### config.mk
export PLATFORM = sky130hd
export DESIGN_NAME = uart_rx_ctrl
export DESIGN_NICKNAME = d
export VERILOG_FILES = /design/src/rtl/uart_rx_ctrl.sv
export SDC_FILE = /design/constraint.sdc
export NUM_CORES = 1
export LEC_CHECK = 0
export CAP_MARGIN = 40
export CORE_MARGIN = 4
export CORE_UTILIZATION = 40
export CTS_BUF_LIST = sky130_fd_sc_hd__clkbuf_4 sky130_fd_sc_hd__clkbuf_8 sky130_fd_sc_hd__clkbuf_16
export DETAILED_ROUTE_END_ITERATION = 12
export GPL_TIMING_DRIVEN = 0
export PLACE_DENSITY = 0.76
export SLEW_MARGIN = 10
export SYNTH_ARGS = -nofsm -noshare
export SYNTH_HDL_FRONTEND = slang
export SYNTH_SLANG_ARGS = --single-unit
### constraint.sdc
create_clock -name clk -period 2.5 [get_ports clk]
set_clock_uncertainty 0.15 [all_clocks]
set_input_delay 0.375 -clock clk [delete_from_list [all_inputs] [get_ports clk]]
set_output_delay 0.375 -clock clk [all_outputs]
set_load 0.005 [all_outputs]
### src/rtl/uart_rx_ctrl.sv
// Receive-side frame sequencer: detects the start edge, runs the oversample and
// bit counters, enables the checkers and issues one verdict pulse per frame.
module uart_rx_ctrl #(
    parameter int DATA_WIDTH = 8,
    parameter int PRESCALE_W = 6
) (
    input  logic                  clk,
    input  logic                  rst,
    input  logic                  rx_in,
    input  logic [PRESCALE_W-1:0] prescale,
    input  logic                  par_en,
    input  logic                  strt_glitch,
    input  logic                  par_err,
    input  logic                  stp_err,
    output logic [PRESCALE_W-1:0] edge_cnt,
    output logic [3:0]            bit_cnt,
    output logic                  dat_samp_en,
    output logic                  deser_en,
    output logic                  strt_chk_en,
    output logic                  par_chk_en,
    output logic                  stp_chk_en,
    output logic                  data_valid,
    output logic                  par_err_out,
    output logic                  frm_err_out
);

    // state  | meaning
    // IDLE   | line idle, waiting for a low level on rx_in
    // START  | start bit, start checker enabled
    // DATA   | data bits, one deserializer strobe per bit
    // PARITY | parity bit, parity verdict captured at the check edge
    // STOP   | stop bit, leaves at the check edge
    // DONE   | single cycle, issues the frame verdict pulse
    typedef enum logic [2:0] {
        IDLE   = 3'd0,
        START  = 3'd1,
        DATA   = 3'd2,
        PARITY = 3'd3,
        STOP   = 3'd4,
        DONE   = 3'd5
    } state_t;

    state_t                state, state_nxt;
    logic [PRESCALE_W-1:0] edge_nxt;
    logic [3:0]            bit_nxt;
    logic [PRESCALE_W-1:0] pre_q, pre_nxt;
    logic                  par_en_q, par_en_nxt;
    logic                  par_flag, par_flag_nxt;
    logic                  frm_flag, frm_flag_nxt;
    logic [PRESCALE_W-1:0] chk_edge, last_edge;
    logic                  at_chk, at_end;

    assign chk_edge  = (pre_q >> 1) + PRESCALE_W'(2);
    assign last_edge = pre_q - PRESCALE_W'(1);
    assign at_chk    = (edge_cnt == chk_edge);
    assign at_end    = (edge_cnt == last_edge);

    always_ff @(posedge clk or negedge rst) begin
        if (!rst) begin
            state    <= IDLE;
            edge_cnt <= '0;
            bit_cnt  <= '0;
            pre_q    <= '0;
            par_en_q <= 1'b0;
            par_flag <= 1'b0;
            frm_flag <= 1'b0;
        end else begin
            state    <= state_nxt;
            edge_cnt <= edge_nxt;
            bit_cnt  <= bit_nxt;
            pre_q    <= pre_nxt;
            par_en_q <= par_en_nxt;
            par_flag <= par_flag_nxt;
            frm_flag <= frm_flag_nxt;
        end
    end

    always_comb begin
        state_nxt    = state;
        edge_nxt     = edge_cnt;
        bit_nxt      = bit_cnt;
        pre_nxt      = pre_q;
        par_en_nxt   = par_en_q;
        par_flag_nxt = par_flag;
        frm_flag_nxt = frm_flag;
        dat_samp_en  = 1'b0;
        deser_en     = 1'b0;
        strt_chk_en  = 1'b0;
        par_chk_en   = 1'b0;
        stp_chk_en   = 1'b0;
        data_valid   = 1'b0;
        par_err_out  = 1'b0;
        frm_err_out  = 1'b0;

        // Counters free-run inside a frame; individual states override on exit.
        if (state != IDLE && state != DONE) begin
            dat_samp_en = 1'b1;
            if (at_end) begin
                edge_nxt = '0;
                bit_nxt  = bit_cnt + 4'd1;
            end else begin
                edge_nxt = edge_cnt + PRESCALE_W'(1);
            end
        end

        case (state)
            IDLE: begin
                edge_nxt = '0;
                bit_nxt  = '0;
                if (!rx_in) begin
                    state_nxt  = START;
                    edge_nxt   = PRESCALE_W'(1);
                    pre_nxt    = prescale;
                    par_en_nxt = par_en;
                end
            end
            START: begin
                strt_chk_en = 1'b1;
                if (at_chk && strt_glitch) begin
                    state_nxt = IDLE;
                    edge_nxt  = '0;
                    bit_nxt   = '0;
                end else if (at_end) begin
                    state_nxt = DATA;
                end
            end
            DATA: begin
                deser_en = at_chk;
                if (at_end && bit_cnt == 4'(DATA_WIDTH))
                    state_nxt = par_en_q ? PARITY : STOP;
            end
            PARITY: begin
                par_chk_en = 1'b1;
                if (at_chk)
                    par_flag_nxt = par_err;
                if (at_end)
                    state_nxt = STOP;
            end
            STOP: begin
                stp_chk_en = 1'b1;
                // Leave early so a following start bit is never missed.
                if (at_chk) begin
                    frm_flag_nxt = stp_err;
                    state_nxt    = DONE;
                    edge_nxt     = '0;
                    bit_nxt      = '0;
                end
            end
            DONE: begin
                edge_nxt = '0;
                bit_nxt  = '0;
                if (frm_flag)
                    frm_err_out = 1'b1;
                else if (par_flag)
                    par_err_out = 1'b1;
                else
                    data_valid = 1'b1;
                par_flag_nxt = 1'b0;
                frm_flag_nxt = 1'b0;
                state_nxt    = IDLE;
            end
            default: begin
                state_nxt = IDLE;
                edge_nxt  = '0;
                bit_nxt   = '0;
            end
        endcase
    end

endmodule

==> results of run 1 <==
## worst min-delay path by stage
| stage | startpoint | slack [ns] | endpoint |
|---|---|---|---|
| 3_5_place_dp | par_flag | 0.39 | par_flag |
| 4_1_cts | rst | 0.25 | bit_cnt[2] |
| 6_report | rst | 0.25 | bit_cnt[2] |
| 3_3_place_gp | par_flag | 0.39 | par_flag |
| 5_1_grt | rst | 0.27 | bit_cnt[2] |
| 2_1_floorplan | rst | -0.07 | bit_cnt[0] |
## per-layer routing
layer / global-route usage [%] / wire length (microns)
met2: 24.4 / 1750
met3: 2.30 / 155
met1: 20.1 / 1680
met5: 0 / 0
met4: 5.32 / 67
## layout make-up
type,count,area share (%)
plain buffers,6,2.06
well taps,48,2.83
flip-flops and latches,22,26.0
repair buffers,41,18.9
inverters,12,2.12
clock buffers,3,1.94
multi-input cells,130,44.7
clock inverters,1,1.41
## report_power, final
group	internal, mW	switching, mW
combinational	0.757	0.785
sequential	0.470	0.130
clock	0.214	0.125
## registers in the layout (all words and copies together) (netlist names)
signal and flops:
edge_cnt 6, bit_cnt 4, pre_q 6, frm_flag 1, par_flag 1, state 3, par_en_q 1
## placed cells by master (no fill, tap or decap), drive strengths merged, types with 6 or more instances in the layout
cell           instances
clkdlybuf4s50         29
dfrtp                 22
nor2                  18
buf                   16
nand2                 14
xnor2                 12
inv                   12
o21ai                 10
a21oi                  7
ha                     7
xor2                   6
nand3                  6
nor3                   6
## what timing repair did
item / CTS / global route
pin swaps: 4 / 4
buffers inserted: 6 / 3
resized for setup: 14 / 7
setup endpoints to repair: 13 / 11
## metrics by stage
| stage | total power [mW] | setup TNS (ns) | hold slack [ns] | worst slack [ns] | instances |
|---|---|---|---|---|---|
| floorplan | 1.54 | 0 | -0.0706 | 0.0869 | 171 |
| global placement | 1.86 | -1.01 | 0.388 | -0.281 | 249 |
| CTS | 2.39 | -0.0289 | 0.255 | -0.0179 | 261 |
| detailed placement | 1.91 | -1.28 | 0.390 | -0.319 | 251 |
| global route | 2.67 | -0.158 | 0.273 | -0.0818 | 263 |
| finish | 2.48 | -0.0231 | 0.247 | -0.0231 | 263 |
## cells by family after synthesis
kind of cell / Yosys count / share of synthesized area [%]
AND/OR/NAND/NOR: 68 / 23.6
AO/OA/AOI/OAI: 32 / 15.0
flip-flops: 22 / 35.7
buffers and inverters: 19 / 5.93
XOR/XNOR: 18 / 10.2
adder cells (fa/ha/maj): 7 / 5.69
multiplexers: 5 / 3.82
==> flow_summary.json, run 1 <==
{
  "numCtsBuffers": 3,
  "num_rows": 22,
  "syn_area_sq_um": 1540,
  "synth_cell_type_count": 48,
  "end_kind": "flip-flop",
  "violations": "setup timing",
  "gr-total-overflow": 0,
  "post-synth-top-count-cell": "dfrtp_1",
  "relSlewSlack_pct": 61.3,
  "cp_slowest_cell": "or4_4",
  "drive_gt1_share_pct": 20.5,
  "setup_viol": 1,
  "utilization_pct": 57.6,
  "synth_enable_flop_cells": 0,
  "min_period_ns": 2.52,
  "max_stage_delay_ns": 0.49,
  "antenna_left": 0,
  "status": "finished, violations left",
  "reg2reg_to": "state[0]",
  "crit_cells": 7,
  "ys_seq_area_share_pct": 35.7,
  "cellLeakagePower_nw": 0.873,
  "final-hold-violation-count": 0,
  "ir_worst_vdd_mv": 0.453,
  "drt_iter0_drc": 70,
  "synth_top_area_share_pct": 35.7,
  "regToRegSetupSlack_ns": -0.02,
  "cp-start-kind": "flip-flop",
  "viasPerCell": 5.17,
  "maxCapViolCount": 0,
  "cts_tree": "built",
  "clk_latency_ns": 0.27,
  "start_util_pct": 41.8,
  "max_slew.worst_pin.slew_ns": 0.575,
  "crit_path_start": "pre_q[2]",
  "avgSynthCellArea_sq_um": 9.01,
  "multi_input_area_sq_um": 950,
  "cts_max_path_buffers": 2,
  "cts_root_buf": "clkbuf_8",
  "layout_worst_path_cycle_share_pct": 101,
  "r2r_start": "pre_q[2]",
  "ff2ff_path_depth": 7,
  "crit_buf_inv": 1,
  "hp-class": "input port to async pin",
  "antenna_found_initial": 0,
  "core_area_sq_um": 3690,
  "synthTopCellsByCount": "dfrtp_1 (22), nor2_1 (17), nand2_1 (14), inv_1 (12), xnor2_1 (12)",
  "die_height_microns": 70.1,
  "fillers": 336,
  "crit_chain": "buf_6 > or3_4 > o31a_1 > o2111ai_4 > nor2_4 > or4_4 > mux2_4",
  "drv_slew": 0,
  "grt_pass1_vias": 1349,
  "yosysWarnings": 0,
  "antennaDiodeCount": 0,
  "cp.required_ns": 2.51,
  "drt-pass1-iter-count": 4,
  "final_nets": 236,
  "gp_congestion": 0.777,
  "regArea_sq_um": 553,
  "portBuffers": 30,
  "ys_seq_elements": 22,
  "layout_setup_ws_ns": -0.0231,
  "synth_ff_type": "dfrtp_1",
  "area_growth_pct": 37.9,
  "die_area_sq_um": 4910,
  "die_w_microns": 70.1,
  "clock-sinks": 22,
  "yosysTopAreaCell": "dfrtp_1",
  "drc_errors": 0,
  "wirelength_mm": 3.66,
  "synth_area_leaders": "dfrtp_1 (36%), xnor2_1 (6.8%), ha_1 (5.7%)",
  "cts.hold.buffers_added": 0,
  "grt_max_degree": 17,
  "synth_nets": 191,
  "p_per_area_nw_per_um2": 1170,
  "cp_top_family": "simple AND/OR/NAND/NOR gates",
  "stdcell_area_sq_um": 2120,
  "crit_path_end": "state[0]",
  "grt_first_pass_wirelength_mm": 6.10,
  "path_max_fanout": 3,
  "dpl.hpwl_mm": 2.57,
  "placed_cell_area_sq_um": 1930,
  "rsz0062_at_grt": "true",
  "async_reset_ff_share_pct": 100,
  "cp.arrival_ns": 2.53,
  "io_pins": 31,
  "via_count": 1361,
  "wl_per_cell_microns": 13.9,
  "htreeDepth": 1,
  "syn_inst": 171,
  "cts.clk_slew.worst_paths_ns": 0.09,
  "timing.fmax_mhz": 396,
  "path_class": "flip-flop to flip-flop",
  "grt_use_total_pct": 15.0
}
Note: power is estimated with default switching activity, not from simulation.
==> run 2, diff against run 1 <==
- ABC_AREA: unset -> 1
- PLACE_DENSITY: 0.76 -> 0.73
- SLEW_MARGIN: 10 -> 20
- clock period: 2.5 -> 2.86 ns (I/O delays scaled with it)
==> run 2 against run 1 <==
  * The flow now finishes without violations
  * Critical path depth is 1 lower
  * Largest cell class unchanged
  * Largest power group unchanged
  * Highest routed layer unchanged
  * Final area grew 1.6%
  * Count of clock-buffer cells in the layout increased by 1
  * Critical endpoint is now dat_samp_en
  * Wire length rose by 8.3%
  * Sequential cell count unchanged
==> flow_summary.json, run 2 <==
{
  "status": "complete, no violations",
  "cp-start-kind": "flip-flop",
  "synth_area_leaders": "dfrtp_1 (33%), nand2_1 (18%), inv_1 (9.2%)",
  "clk_latency_ns": 0.27,
  "die_height_microns": 72.5,
  "min_period_ns": 2.44,
  "die_w_microns": 72.5,
  "avgSynthCellArea_sq_um": 6.58,
  "yosysTopAreaCell": "dfrtp_1",
  "routedLengthMet1_mm": 1.85,
  "die_area_sq_um": 5260,
  "antenna_found_initial": 0,
  "async_reset_ff_share_pct": 100,
  "num_rows": 23,
  "syn_area_sq_um": 1670,
  "drv_slew": 0,
  "synth_cell_type_count": 25,
  "gp_congestion": 0.842,
  "grt_use_total_pct": 15.6,
  "cts_tree": "built",
  "cp.arrival_ns": 1.86,
  "cts_root_buf": "clkbuf_8",
  "timing.fmax_mhz": 410,
  "clock-sinks": 22,
  "ir_worst_vdd_mv": 0.392,
  "rsz0062_at_grt": "false",
  "numCtsBuffers": 3,
  "core_area_sq_um": 4000,
  "cts_max_path_buffers": 2,
  "cp.required_ns": 2.28,
  "synth_nets": 273,
  "setup_viol": 0,
  "synth_enable_flop_cells": 0,
  "area_growth_pct": 29.6,
  "drt_iter0_drc": 46,
  "path_class": "flip-flop to output pin",
  "relSlewSlack_pct": 65.5,
  "wl_met2_mm": 1.92,
  "cts.hold.buffers_added": 0,
  "hp-class": "input port to async pin",
  "ys_seq_area_share_pct": 33.1,
  "dpl.hpwl_mm": 3.17,
  "mostFrequentLayoutCell": "nand2_1",
  "start_util_pct": 41.6,
  "drive_gt1_share_pct": 12.7,
  "synth_ff_type": "dfrtp_1",
  "wirelength_mm": 3.97,
  "final_nets": 313,
  "maxCapViolCount": 0,
  "max_slew.worst_pin.slew_ns": 0.517,
  "portBuffers": 30,
  "cts.clk_slew.worst_paths_ns": 0.09,
  "utilization_pct": 54.0,
  "gr-total-overflow": 0,
  "htreeDepth": 1,
  "drt-pass1-iter-count": 4,
  "p_per_area_nw_per_um2": 925,
  "wl_per_cell_microns": 11.6,
  "final-hold-violation-count": 0,
  "synthTopCellsByCount": "nand2_1 (78), inv_1 (41), nor2_1 (26), dfrtp_1 (22), nand3_1 (20)",
  "regToRegSetupSlack_ns": 0.73,
  "cellLeakagePower_nw": 1.09,
  "final_cell_mix": "nand2_1 (77), inv_1 (40), clkdlybuf4s50_1 (29)",
  "syn_inst": 253,
  "post-synth-top-count-cell": "nand2_1",
  "tns_ns": 0,
  "grt_pass1_vias": 1564,
  "viasPerCell": 4.91,
  "synth_top_area_share_pct": 33.1,
  "yosysWarnings": 0,
  "antennaDiodeCount": 0,
  "path_max_fanout": 9,
  "layout_worst_path_cycle_share_pct": 85.2,
  "route.met3.wl_microns": 136,
  "drc_errors": 0,
  "antenna_left": 0,
  "end_kind": "output pin",
  "top_layer": "met4",
  "io_pins": 31,
  "via_count": 1679,
  "ys_seq_elements": 22,
  "grt_first_pass_wirelength_mm": 6.67,
  "top_regs": "edge_cnt x6, pre_q x6, bit_cnt x4",
  "grt_max_degree": 16
}
[run 2: cell types whose count changed in the layout (fill, tap and decap cells not counted), sizes merged, moves of 5 or more]
cell    change
buf        -11
nand2b      -5
nand3      +18
inv        +32
a21oi       +6
xnor2      -11
nor2       +14
nand2      +70
[run 2: where the power goes]
part / switching (mW) / internal [mW] / leakage (nW)
clock: 0.107 / 0.123 / 0.0288
combinational: 0.756 / 0.480 / 0.788
sequential: 0.117 / 0.413 / 0.275
total: 0.980 / 1.02 / 1.09
[run 2: worst paths after layout]
| check | start | end | depth (start not counted) |
|---|---|---|---|
| max in group asynchronous | rst | par_flag | 2 |
| max reg2reg | pre_q[2] | edge_cnt[5] | 11 |
| min | rst | pre_q[3] | 1 |
| max | state[2] | dat_samp_en | 6 |
| min in group clk | par_en_q | par_en_q | 2 |
| min reg2reg | par_en_q | par_en_q | 2 |
[run 2: repair_timing]
action	in CTS	in global routing
resized for setup	1	9
buffers inserted	0	4
pin swaps	0	3
endpoints found under the setup margin	1	1
[run 2: per-layer routing]
layer  global-route usage, %  up-vias
met2                    26.6       34
met4                    4.10        0
met3                    1.66        8
met1                    20.9      767
li1                        -      870
met5                       0        -
[run 2: kinds of logic (layout without fill, tap and decap cells)]
kind of cell	count (synthesis)	in the layout	synth area share [%]
AND/OR/NAND/NOR	149	149	41.3
buffers and inverters	45	84	10.1
AO/OA/AOI/OAI	27	27	8.64
flip-flops	22	22	33.1
adder cells (fa/ha/maj)	7	7	5.26
XOR/XNOR	3	3	1.58
[run 2: layout make-up]
cell class	count	area, sq um
clock buffers	4	55.1
inverters	44	170
fillers	406	1840
repair buffers	35	348
flip-flops and latches	22	553
multi-input cells	186	966
plain buffers	1	3.75
well taps	50	62.6
[run 2: through the flow]
step	setup slack, ns	instances	hold WS, ns	power, mW	cell area [sq um]
6_report	0.423	342	0.316	2.00	2160
5_1_grt	0.275	342	0.344	2.21	2160
4_1_cts	0.00537	338	0.329	1.92	2100
3_5_place_dp	0.257	334	0.375	1.68	2040
3_3_place_gp	0.283	333	0.374	1.65	2030
2_1_floorplan	0.972	253	-0.0166	1.35	1670
[run 2: worst max-delay path, stage by stage, from the launching register on]
cell and delay [ns]:
dfrtp_1 0.41, inv_1 0.12, nor2_1 0.06, inv_1 0.19
nand2_4 0.12, inv_2 0.16, clkdlybuf4s50_1 0.53
==> run 3, diff against run 2 <==
- CORE_UTILIZATION: 40 -> 52
- PLACE_DENSITY: 0.73 -> 0.89
- SKIP_CTS_REPAIR_TIMING: unset -> 1
==> run 3 against run 2 <==
  * Die area decreased by 21%
  * Core utilization increased by 15 points
  * Final area shrank 2.4%
  * Sequential share of layout area increased by 0.58 points
  * Highest routed layer unchanged
==> flow_summary.json, run 3 (synthesized netlist as in run 2, its figures left out) <==
{
  "status": "complete, no violations",
  "dpl.hpwl_mm": 3.11,
  "wirelength_mm": 3.88,
  "cts_max_path_buffers": 2,
  "drt_iter0_drc": 96,
  "die_height_microns": 64.6,
  "timing.fmax_mhz": 402,
  "numCtsBuffers": 3,
  "min_period_ns": 2.49,
  "totalPowerFinal_mw": 1.90,
  "layout_worst_path_cycle_share_pct": 87.0,
  "gp_congestion": 0.900,
  "top_regs": "edge_cnt x6, pre_q x6, bit_cnt x4",
  "drc_errors": 0,
  "instances_no_fill": 336,
  "clk_latency_ns": 0.31,
  "path_max_fanout": 5,
  "num_rows": 20,
  "cts_root_buf": "clkbuf_4",
  "grt_max_degree": 13,
  "drt-pass1-iter-count": 4,
  "relSlewSlack_pct": 61.4,
  "antenna_found_initial": 0,
  "setup_viol": 0,
  "start_util_pct": 54.5,
  "antenna_left": 0,
  "grt_use_total_pct": 20.4,
  "hp-class": "input port to async pin",
  "clock-sinks": 22,
  "grt_first_pass_wirelength_mm": 6.79,
  "gr-total-overflow": 0,
  "drv_slew": 0,
  "die_w_microns": 64.6,
  "grt_pass1_vias": 1575,
  "rsz0062_at_grt": "false",
  "ir_worst_vdd_mv": 0.507,
  "placed_cells": 328,
  "final-hold-violation-count": 0,
  "cp.arrival_ns": 1.91,
  "die_area_sq_um": 4170,
  "viasPerCell": 5.05,
  "timing.hold.ws_ns": 0.320,
  "path_class": "flip-flop to output pin",
  "cts_tree": "built",
  "final_nets": 313,
  "area_growth_pct": 26.4,
  "mostFrequentLayoutCell": "nand2_1",
  "drive_gt1_share_pct": 11.3,
  "p_per_area_nw_per_um2": 901,
  "max_slew.worst_pin.slew_ns": 0.577,
  "wl_per_cell_microns": 11.6,
  "cp.required_ns": 2.28,
  "portBuffers": 30,
  "final_cell_mix": "nand2_1 (78), inv_1 (40), clkdlybuf4s50_1 (29)",
  "via_count": 1697,
  "io_pins": 31,
  "htreeDepth": 1,
  "end_kind": "output pin",
  "cp-start-kind": "flip-flop",
  "maxCapViolCount": 0,
  "core_area_sq_um": 3050,
  "cellLeakagePower_nw": 1.08,
  "cts.clk_slew.worst_paths_ns": 0.13,
  "antennaDiodeCount": 0
}
run 3: worst paths after layout:
check	start	endpoint	depth (start not counted)	slack (ns)
setup / recovery	pre_q[3]	deser_en	8	0.37
hold / removal	rst	pre_q[5]	1	0.32
setup reg to reg	pre_q[3]	edge_cnt[5]	11	0.71
hold reg to reg	par_flag	par_flag	2	0.40
max in group asynchronous	rst	bit_cnt[0]	2	1.76
min in group clk	par_flag	par_flag	2	0.40
run 3: final cells by class:
cell class | count | area [sq um]
Timing Repair Buffer | 35 | 348
Clock buffer | 4 | 36.3
Sequential cell | 22 | 552
Buffer | 1 | 3.75
Fill cell | 273 | 947
Multi-Input combinational cell | 186 | 946
Inverter | 44 | 165
Tap cell | 44 | 55.1
run 3: report_power, final:
| part | internal, mW | switching (mW) |
|---|---|---|
| Sequential | 0.411 | 0.108 |
| Combinational | 0.456 | 0.745 |
| Clock | 0.0777 | 0.0984 |
| Total | 0.946 | 0.952 |
run 3: stage by stage:
stage,util [%],setup TNS [ns],setup slack (ns),instance area (sq um)
after global placement,66.2,0,0.304,2020
final,69.0,0,0.372,2110
after CTS,67.9,-0.0621,-0.0621,2070
after detailed placement,66.7,0,0.321,2040
after global routing,69.0,0,0.250,2110
after floorplan,-,0,0.972,1670
run 3: per-layer routing:
metal / global-route usage [%] / up-vias / part of all wire [%]
li1: - / 868 / -
met1: 27.4 / 776 / 47
met2: 34.8 / 46 / 47
met3: 2.25 / 7 / 4.6
met4: 5.54 / 0 / 1.4
met5: 0 / - / 0
run 3: critical path: stages, from the launching register on:
cell and delay (ns):
dfrtp_1 0.46, inv_2 0.09, ha_1 0.29, xnor2_1 0.15, nand3_1 0.13, nor2_2 0.17
nand2_2 0.10, nor2_1 0.09, dlymetal6s2s_1 0.13
